$ cat config.mk
export PLATFORM = sky130hd
export DESIGN_NAME = mm_ss_countdown
export DESIGN_NICKNAME = d
export VERILOG_FILES = /design/src/rtl/timer_pkg.sv /design/src/rtl/mod_n_down_counter.sv /design/src/rtl/mm_ss_countdown.sv
export SDC_FILE = /design/constraint.sdc
export NUM_CORES = 1
export LEC_CHECK = 0
export CORE_MARGIN = 5
export CORE_UTILIZATION = 50
export CTS_CLUSTER_SIZE = 24
export DETAILED_ROUTE_END_ITERATION = 10
export PLACE_DENSITY = 0.82
export SYNTH_ARGS = -nofsm -noshare
export SYNTH_HDL_FRONTEND = slang
export SYNTH_HIERARCHICAL = 1
export SYNTH_SLANG_ARGS = --single-unit
$ cat constraint.sdc
create_clock -name clk -period 4.75 [get_ports clk]
set_clock_uncertainty 0.1 [all_clocks]
set_input_delay 0.475 -clock clk [delete_from_list [all_inputs] [get_ports clk]]
set_output_delay 0.475 -clock clk [all_outputs]
set_load 0.005 [all_outputs]
$ cat src/rtl/timer_pkg.sv
// Shared definitions for the BCD MM:SS timers: digit widths, digit limits,
// countdown state encoding and the preset clamp helpers.
package timer_pkg;
   localparam int UNITS_W = 4;
   localparam int TENS_W  = 3;

   localparam logic [UNITS_W-1:0] UNITS_MAX = 4'd9;
   localparam logic [TENS_W-1:0]  TENS_MAX  = 3'd5;

   typedef enum logic [1:0] {IDLE, RUN, PAUSE, DONE} cd_state_t;

   typedef struct packed {
      logic [TENS_W-1:0]  mt;
      logic [UNITS_W-1:0] mu;
      logic [TENS_W-1:0]  st;
      logic [UNITS_W-1:0] su;
   } bcd_time_t;

   function automatic logic [UNITS_W-1:0] clamp_units(input logic [UNITS_W-1:0] d);
      return (d > UNITS_MAX) ? UNITS_MAX : d;
   endfunction

   function automatic logic [TENS_W-1:0] clamp_tens(input logic [TENS_W-1:0] d);
      return (d > TENS_MAX) ? TENS_MAX : d;
   endfunction
endpackage

$ cat src/rtl/mod_n_down_counter.sv
// One BCD digit counting down modulo N; load beats enable, and borrow flags
// the wrap from 0 to N-1 so digits can be chained.
module mod_n_down_counter #(
   parameter int N = 10,
   parameter int W = 4
) (
   input  logic         clk,
   input  logic         reset,
   input  logic         en,
   input  logic         load,
   input  logic [W-1:0] load_val,
   output logic [W-1:0] count,
   output logic         borrow
);
   logic [W-1:0] r_count;

   always_ff @(posedge clk) begin
      if (!reset) begin
         r_count <= '0;
      end else if (load) begin
         r_count <= load_val;
      end else if (en) begin
         r_count <= (r_count == '0) ? W'(N - 1) : r_count - W'(1);
      end
   end

   assign count  = r_count;
   assign borrow = en && (r_count == '0);
endmodule

$ cat src/rtl/mm_ss_countdown.sv
// MM:SS BCD countdown: FSM, preset clamp/register, zero detect and expiry pulse
// around a chain of four digit counters. All outputs are registered.
module mm_ss_countdown #(
   parameter bit AUTO_RELOAD = 1'b0
) (
   input  logic       clk,
   input  logic       reset,
   input  logic       tick,
   input  logic       load,
   input  logic       start,
   input  logic       pause,
   input  logic [3:0] preset_seconds_units,
   input  logic [2:0] preset_seconds_tens,
   input  logic [3:0] preset_minutes_units,
   input  logic [2:0] preset_minutes_tens,
   output logic [3:0] seconds_units,
   output logic [2:0] seconds_tens,
   output logic [3:0] minutes_units,
   output logic [2:0] minutes_tens,
   output logic       running,
   output logic       done,
   output logic       expired
);
   import timer_pkg::*;

   cd_state_t r_state, w_state_nxt;
   bcd_time_t r_preset, w_clamped, w_count, w_load_val;
   logic      r_expired;
   logic      w_cnt_load, w_dec, w_expire;
   logic      w_is_zero, w_is_one, w_preset_zero;
   logic      w_su_borrow, w_st_borrow, w_mu_borrow, w_unused_mt_borrow;

   always_comb begin
      w_clamped.mt = clamp_tens(preset_minutes_tens);
      w_clamped.mu = clamp_units(preset_minutes_units);
      w_clamped.st = clamp_tens(preset_seconds_tens);
      w_clamped.su = clamp_units(preset_seconds_units);
   end

   assign w_count       = '{mt: minutes_tens, mu: minutes_units, st: seconds_tens, su: seconds_units};
   assign w_is_zero     = (w_count == 14'd0);
   assign w_is_one      = (w_count == 14'd1);
   assign w_preset_zero = (r_preset == 14'd0);

   always_comb begin
      w_state_nxt = r_state;
      w_cnt_load  = 1'b0;
      w_load_val  = w_clamped;
      w_dec       = 1'b0;
      w_expire    = 1'b0;
      if (load) begin
         w_cnt_load  = 1'b1;
         w_state_nxt = IDLE;
      end else if (pause) begin
         if (r_state == RUN) w_state_nxt = PAUSE;
      end else if (start && r_state != RUN) begin
         unique case (r_state)
            IDLE:  if (!w_is_zero) w_state_nxt = RUN;
            PAUSE: w_state_nxt = RUN;
            DONE: begin
               if (!w_preset_zero) begin
                  w_cnt_load  = 1'b1;
                  w_load_val  = r_preset;
                  w_state_nxt = RUN;
               end
            end
            default: w_state_nxt = r_state;
         endcase
      end else if (tick && r_state == RUN) begin
         w_expire = w_is_one;
         // Reload replaces the final decrement so 00:00 is never displayed.
         if (w_is_one && AUTO_RELOAD) begin
            w_cnt_load = 1'b1;
            w_load_val = r_preset;
         end else begin
            w_dec = 1'b1;
            if (w_is_one) w_state_nxt = DONE;
         end
      end
   end

   always_ff @(posedge clk) begin
      if (!reset) begin
         r_state   <= IDLE;
         r_preset  <= '0;
         r_expired <= 1'b0;
      end else begin
         r_state   <= w_state_nxt;
         r_expired <= w_expire;
         if (load) r_preset <= w_clamped;
      end
   end

   mod_n_down_counter #(.N(10), .W(UNITS_W)) u_su (
      .clk(clk), .reset(reset), .en(w_dec), .load(w_cnt_load),
      .load_val(w_load_val.su), .count(seconds_units), .borrow(w_su_borrow));

   mod_n_down_counter #(.N(6), .W(TENS_W)) u_st (
      .clk(clk), .reset(reset), .en(w_su_borrow), .load(w_cnt_load),
      .load_val(w_load_val.st), .count(seconds_tens), .borrow(w_st_borrow));

   mod_n_down_counter #(.N(10), .W(UNITS_W)) u_mu (
      .clk(clk), .reset(reset), .en(w_st_borrow), .load(w_cnt_load),
      .load_val(w_load_val.mu), .count(minutes_units), .borrow(w_mu_borrow));

   mod_n_down_counter #(.N(6), .W(TENS_W)) u_mt (
      .clk(clk), .reset(reset), .en(w_mu_borrow), .load(w_cnt_load),
      .load_val(w_load_val.mt), .count(minutes_tens), .borrow(w_unused_mt_borrow));

   assign running = (r_state == RUN);
   assign done    = (r_state == DONE);
   assign expired = r_expired;
endmodule
# After elaboration in Yosys (flattened, before gate mapping)
# Index checks and enable logic that the tools add are counted.
[totals] register_bits=31 latchBits=0 ram_bits=0 mem_bits_ro=0 inputBits=20 elab_cells=88 n_memories=0
[op_classes] addsub=4 multipliers=0 div=0 n_lt_le_gt_ge=4 eq_ne=9 n_shift=0 mux=38 bitwise_logic=2 reduce_logical=21
[ops] operator="two-way mux 14 bit" count=5
[ops] operator="two-way mux 4 bit" count=8
[ops] operator="logical NOT 14 bit" count=2
[ops] operator="two-way mux 3 bit" count=8
[ops] operator="== test 14 x 1 -> 1 bit (second input constant)" count=1
[ops] operator="two-way mux 2 bit" count=7
[ops] operator="two-way mux 1 bit" count=9
[ops] operator="> comparator 4 bit (second input constant)" count=2
[ops] operator="logical NOT 4 bit" count=2
[ops] operator="inequality test 4 bit (second input constant)" count=2
[ops] operator="nonzero test 2 bit" count=4
[ops] operator="subtractor 4 x 1 -> 4 bit (second input constant)" count=2
[ops] operator="> comparator 3 bit (second input constant)" count=2
[ops] operator="logical NOT 3 bit" count=2
[ops] operator="case mux 2 bit (3 select lines)" count=1
[ops] operator="AND reduction 6 bit" count=1
[ops] operator="nonzero test 3 bit" count=2
[ops] operator="subtractor 3 x 1 -> 3 bit (second input constant)" count=2
[ops] operator="logical AND 1 bit" count=5
[ops] operator="inequality test 5 x 3 -> 1 bit (second input constant)" count=1
[ops] operator="OR reduction 5 bit" count=1
[ops] operator="== test 2 bit (second input constant)" count=2
[ops] operator="inequality test 2 x 1 -> 1 bit (second input constant)" count=2
[ops] operator="== test 2 x 1 -> 1 bit (second input constant)" count=1
[ops] operator="other kinds (3)" count=4

# Depth between registers and ports, before layout
[depth] ltp_word=11 ltp_mapped=10 mapped_depth_nobuf=10

# Modules after synthesis
# The synthesis kept the hierarchy.
[modules_own_cells] mod="mm_ss_countdown" instances=1 cells_each=121 area_per_inst_um2=1053.5
[modules_own_cells] mod="mod_n_down_counter (u_mu ...)" instances=2 cells_each=23 area_per_inst_um2=210.2
[modules_own_cells] mod="mod_n_down_counter (u_mt ...)" instances=2 cells_each=22 area_per_inst_um2=168.9

# Worst setup path after synthesis
# OpenSTA, ideal clock, no wires.
[synth_timing] path_type="in2reg" startpoint="in load" endpoint="reg u_mt.r_count[0], in the netlist u_mt/count[0]" setup_ns=0.115 t_arrival_ns=3.127 path_slack_ns=1.408 cell_stages=10 path_buffers=1 cell_sequence="buf_6 -> nor4b_1 -> nor4b_4 -> nor2b_1 -> and2_2 -> nor4b_4 -> nor2b_1 -> and3b_1 -> o31ai_1 -> and2_1"
[synth_via] elab_chain_len=5 word_cells_on_any_way=8 classes_between="mux (4); reduce/logical (4)"
[synth_rtl] element="start, declared" line="mm_ss_countdown.sv:9" rtl="input logic load,"
[synth_rtl] element="two-way mux 1 bit" line="mm_ss_countdown.sv:51" rtl="if (load) begin"
[synth_rtl] element="via w_dec" line="mm_ss_countdown.sv:29" rtl="logic w_cnt_load, w_dec, w_expire;"
[synth_rtl] element="logical AND 1 bit" line="mod_n_down_counter.sv:28" rtl="assign borrow = en && (r_count == '0);"
[synth_rtl] element="via w_su_borrow" line="mm_ss_countdown.sv:31" rtl="logic w_su_borrow, w_st_borrow, w_mu_borrow, w_unused_mt_borrow;"
[synth_rtl] element="logical AND 1 bit" line="mod_n_down_counter.sv:28"
[synth_rtl] element="via w_st_borrow" line="mm_ss_countdown.sv:31"
[synth_rtl] element="logical AND 1 bit" line="mod_n_down_counter.sv:28"
[synth_rtl] element="via w_mu_borrow" line="mm_ss_countdown.sv:31"
[synth_rtl] element="nonzero test 2 bit (no source line)"
[synth_rtl] element="end signal, assigned" line="mod_n_down_counter.sv:21" rtl="r_count <= load_val;"
[synth_rtl] element="end signal, assigned" line="mod_n_down_counter.sv:23" rtl="r_count <= (r_count == '0) ? W'(N - 1) : r_count - W'(1);"
[synth_rtl] element="end, declared" line="mod_n_down_counter.sv:15" rtl="logic [W-1:0] r_count;"
# The timed path passes the listed nets, and every way through them passes these cells.
# A chain may end at the register's enable or synchronous reset.

# Worst setup path in the final report
# Ends and elaborated chain as after synthesis.

==> flow_metrics.py <==
metrics = {
    "outcome": {
        "status": "finished clean",
    },
    "yosys": {
        "syn_area_per_cell_um2": 8.592,
        "ys.warnings.count": 6,
        "syn-instance-count": 210,
        "synthesis.area_um2": 1804,
        "syn_nets": 232,
    },
    "timing": {
        "slew-limit-headroom_pct": 43.23,
        "hold_violations": 0,
        "rsz0062_at_grt": "false",
        "timing.fmax_mhz": 281.0,
        "fin_crit_ps": 3558,
        "finalSetupViolCount": 0,
        "slew_viol_final": 0,
        "tns_ps": 0,
        "min_period_over_period_pct": 74.91,
        "tightestPinTransition_ps": 848.9,
    },
    "routing": {
        "vias": 1617,
        "viasPerCell": 5.463,
        "ant_nets": 0,
        "avgRoutedWirePerCell_um": 13.49,
        "drt_pass1_iterations": 4,
        "drtIter0Drc": 132,
        "wl_mm": 3.993,
        "drc": 0,
    },
    "cts": {
        "cts_hold_buf": 0,
        "cts_made_buffers": 5,
        "cts_setup_buffers": 0,
        "cts_tree": "done",
        "clock_path_buffers": 2,
        "clk_pin_slew_ps": 100,
        "insertion_delay_ps": 330,
        "cts.sinks": 31,
        "htreeDepth": 2,
        "cts-root-buf": "clkbuf_4",
        "post_cts_resized": 0,
    },
    "floorplan": {
        "die_h_um": 70.07,
        "rows": 21,
        "die_area_um2": 4910,
        "ioPinCount": 37,
        "core_area_um2": 3416,
        "die_x_um": 70.07,
        "start_util_pct": 52.82,
    },
    "cells_and_area": {
        "layout.nets": 272,
        "drive_above_1_share_pct": 10.80,
        "antenna_cells": 0,
        "synthToLayoutAreaGrowth_pct": 25.38,
        "fillerInstances": 292,
        "final_cells": 296,
    },
    "hold_path": {
        "min_path_type": "reg2reg",
        "min-delay-start": "r_preset[2]",
        "min_path_cells": 2,
        "hold_end": "r_preset[2]",
    },
    "setup_path": {
        "cp.arrival_ps": 3690,
        "rr_endpoint": "u_mt/count[0]",
        "reg2regPathDepth": 11,
        "reg2reg_from": "r_state[1]",
        "r2r_slack_ps": 1450,
        "crit_fanout": 24,
        "worstSetupPathType": "in2reg",
        "required_ps": 4880,
        "start_kind": "primary input",
        "crit_path_end_kind": "register",
    },
    "placement": {
        "place_inst": 289,
        "io_buffers": 36,
        "gp_congestion": 0.8494,
        "place_hpwl_mm": 2.946,
    },
    "grt": {
        "grt_max_degree": 31,
        "grt.total_usage_pct": 16.38,
        "overflow": 0,
        "grt_pass1_wl_mm": 6.706,
        "antenna_found_initial": 0,
        "grt_pass1_vias": 1491,
    },
    "power_and_ir_drop": {
        "p_sw_mw": 0.1481,
        "seqPwrFrac_pct": 53.2,
        "power.density_nw_per_um2": 243.5,
        "p_int_mw": 0.4027,
        "leakagePower_nw": 0.9016,
        "clkPwrFrac_pct": 28.1,
        "ir_worst_vdd_uv": 153.5,
        "comb_power_share_pct": 18.6,
        "swShare_pct": 26.89,
    },
    "run": {
        "drv_cap": 0,
    },
}
-- sequential cells by signal (all words and copies together) (netlist names) --
signal      cells
u_st/count      3
u_su/count      4
r_preset       14
r_state         2
expired         1
u_mu/count      4
u_mt/count      3
-- layout make-up --
cell class / instances / area, um2 / share of cell area (%)
Multi-Input combinational cell: 164 / 1115 / 49.28
Timing Repair Buffer: 38 / 375.4 / 16.59
Sequential cell: 31 / 620.6 / 27.43
Clock buffer: 6 / 51.30 / 2.268
Clock inverter: 1 / 5.005 / 0.2212
Inverter: 10 / 37.54 / 1.659
Tap cell: 46 / 57.56 / 2.544
-- placed cells by master (no fill, tap or decap), types with 4 or more instances in the layout --
master / count
a21boi_0: 4
a21oi_1: 14
a31oi_1: 6
clkbuf_4: 5
clkdlybuf4s50_1: 36
dfxtp_1: 31
inv_1: 10
mux2_2: 5
mux2i_1: 9
nand2_1: 20
nand2b_1: 4
nand3b_1: 4
nor2_1: 16
nor2b_1: 14
o211a_1: 4
o21ai_0: 14
-- worst max path at each step --
stage,start,endpoint,slack [ps],depth (start not counted)
after floorplan,load,u_mt/count[0],1430,10
after global placement,load,u_mt/count[0],990,12
after detailed placement,load,u_mt/count[0],920,12
after CTS,load,u_mt/count[0],1260,12
after global routing,load,u_mt/count[0],980,12
final,load,u_mt/count[0],1190,12
-- per-stage QoR --
stage | hold WS [ps] | cell area (um2) | total power [mW] | setup slack [ps] | util (%)
after global placement | 389.2 | 2206 | 0.3998 | 989.7 | 64.58
after CTS | 408.4 | 2262 | 0.5556 | 1259 | 66.23
after detailed placement | 392.7 | 2206 | 0.4015 | 916.1 | 64.58
after global routing | 440.2 | 2262 | 0.5792 | 980.6 | 66.23
after floorplan | 369.3 | 1804 | 0.3520 | 1432 | -
final | 405.4 | 2262 | 0.5508 | 1192 | 66.23
-- power by group through the flow --
stage | Combinational, mW | Sequential [mW] | Clock, mW
2_1_floorplan | 0.0562 | 0.296 | 0
3_3_place_gp | 0.101 | 0.298 | 0
3_5_place_dp | 0.102 | 0.299 | 0
4_1_cts | 0.103 | 0.293 | 0.159
5_1_grt | 0.114 | 0.296 | 0.170
6_report | 0.103 | 0.293 | 0.155
-- worst max-delay path, cell delays in order --
cell,delay [ps]
clkdlybuf4s50_1,400
buf_4,230
nor4b_1,350
buf_4,200
nor4b_4,240
nor2b_1,400
and2_2,260
nor4b_4,290
nor2b_1,390
and3b_1,220
o31ai_1,70
and2_1,160
-- layer usage --
metal	GRT usage [%]	vias to the layer above	part of all wire, %
met4	5.745	0	0.93
li1	-	830	-
met5	0	-	0
met2	25.39	39	45
met3	3.730	4	4.8
met1	22.21	744	49
Note: power is estimated with default switching activity, not from simulation.
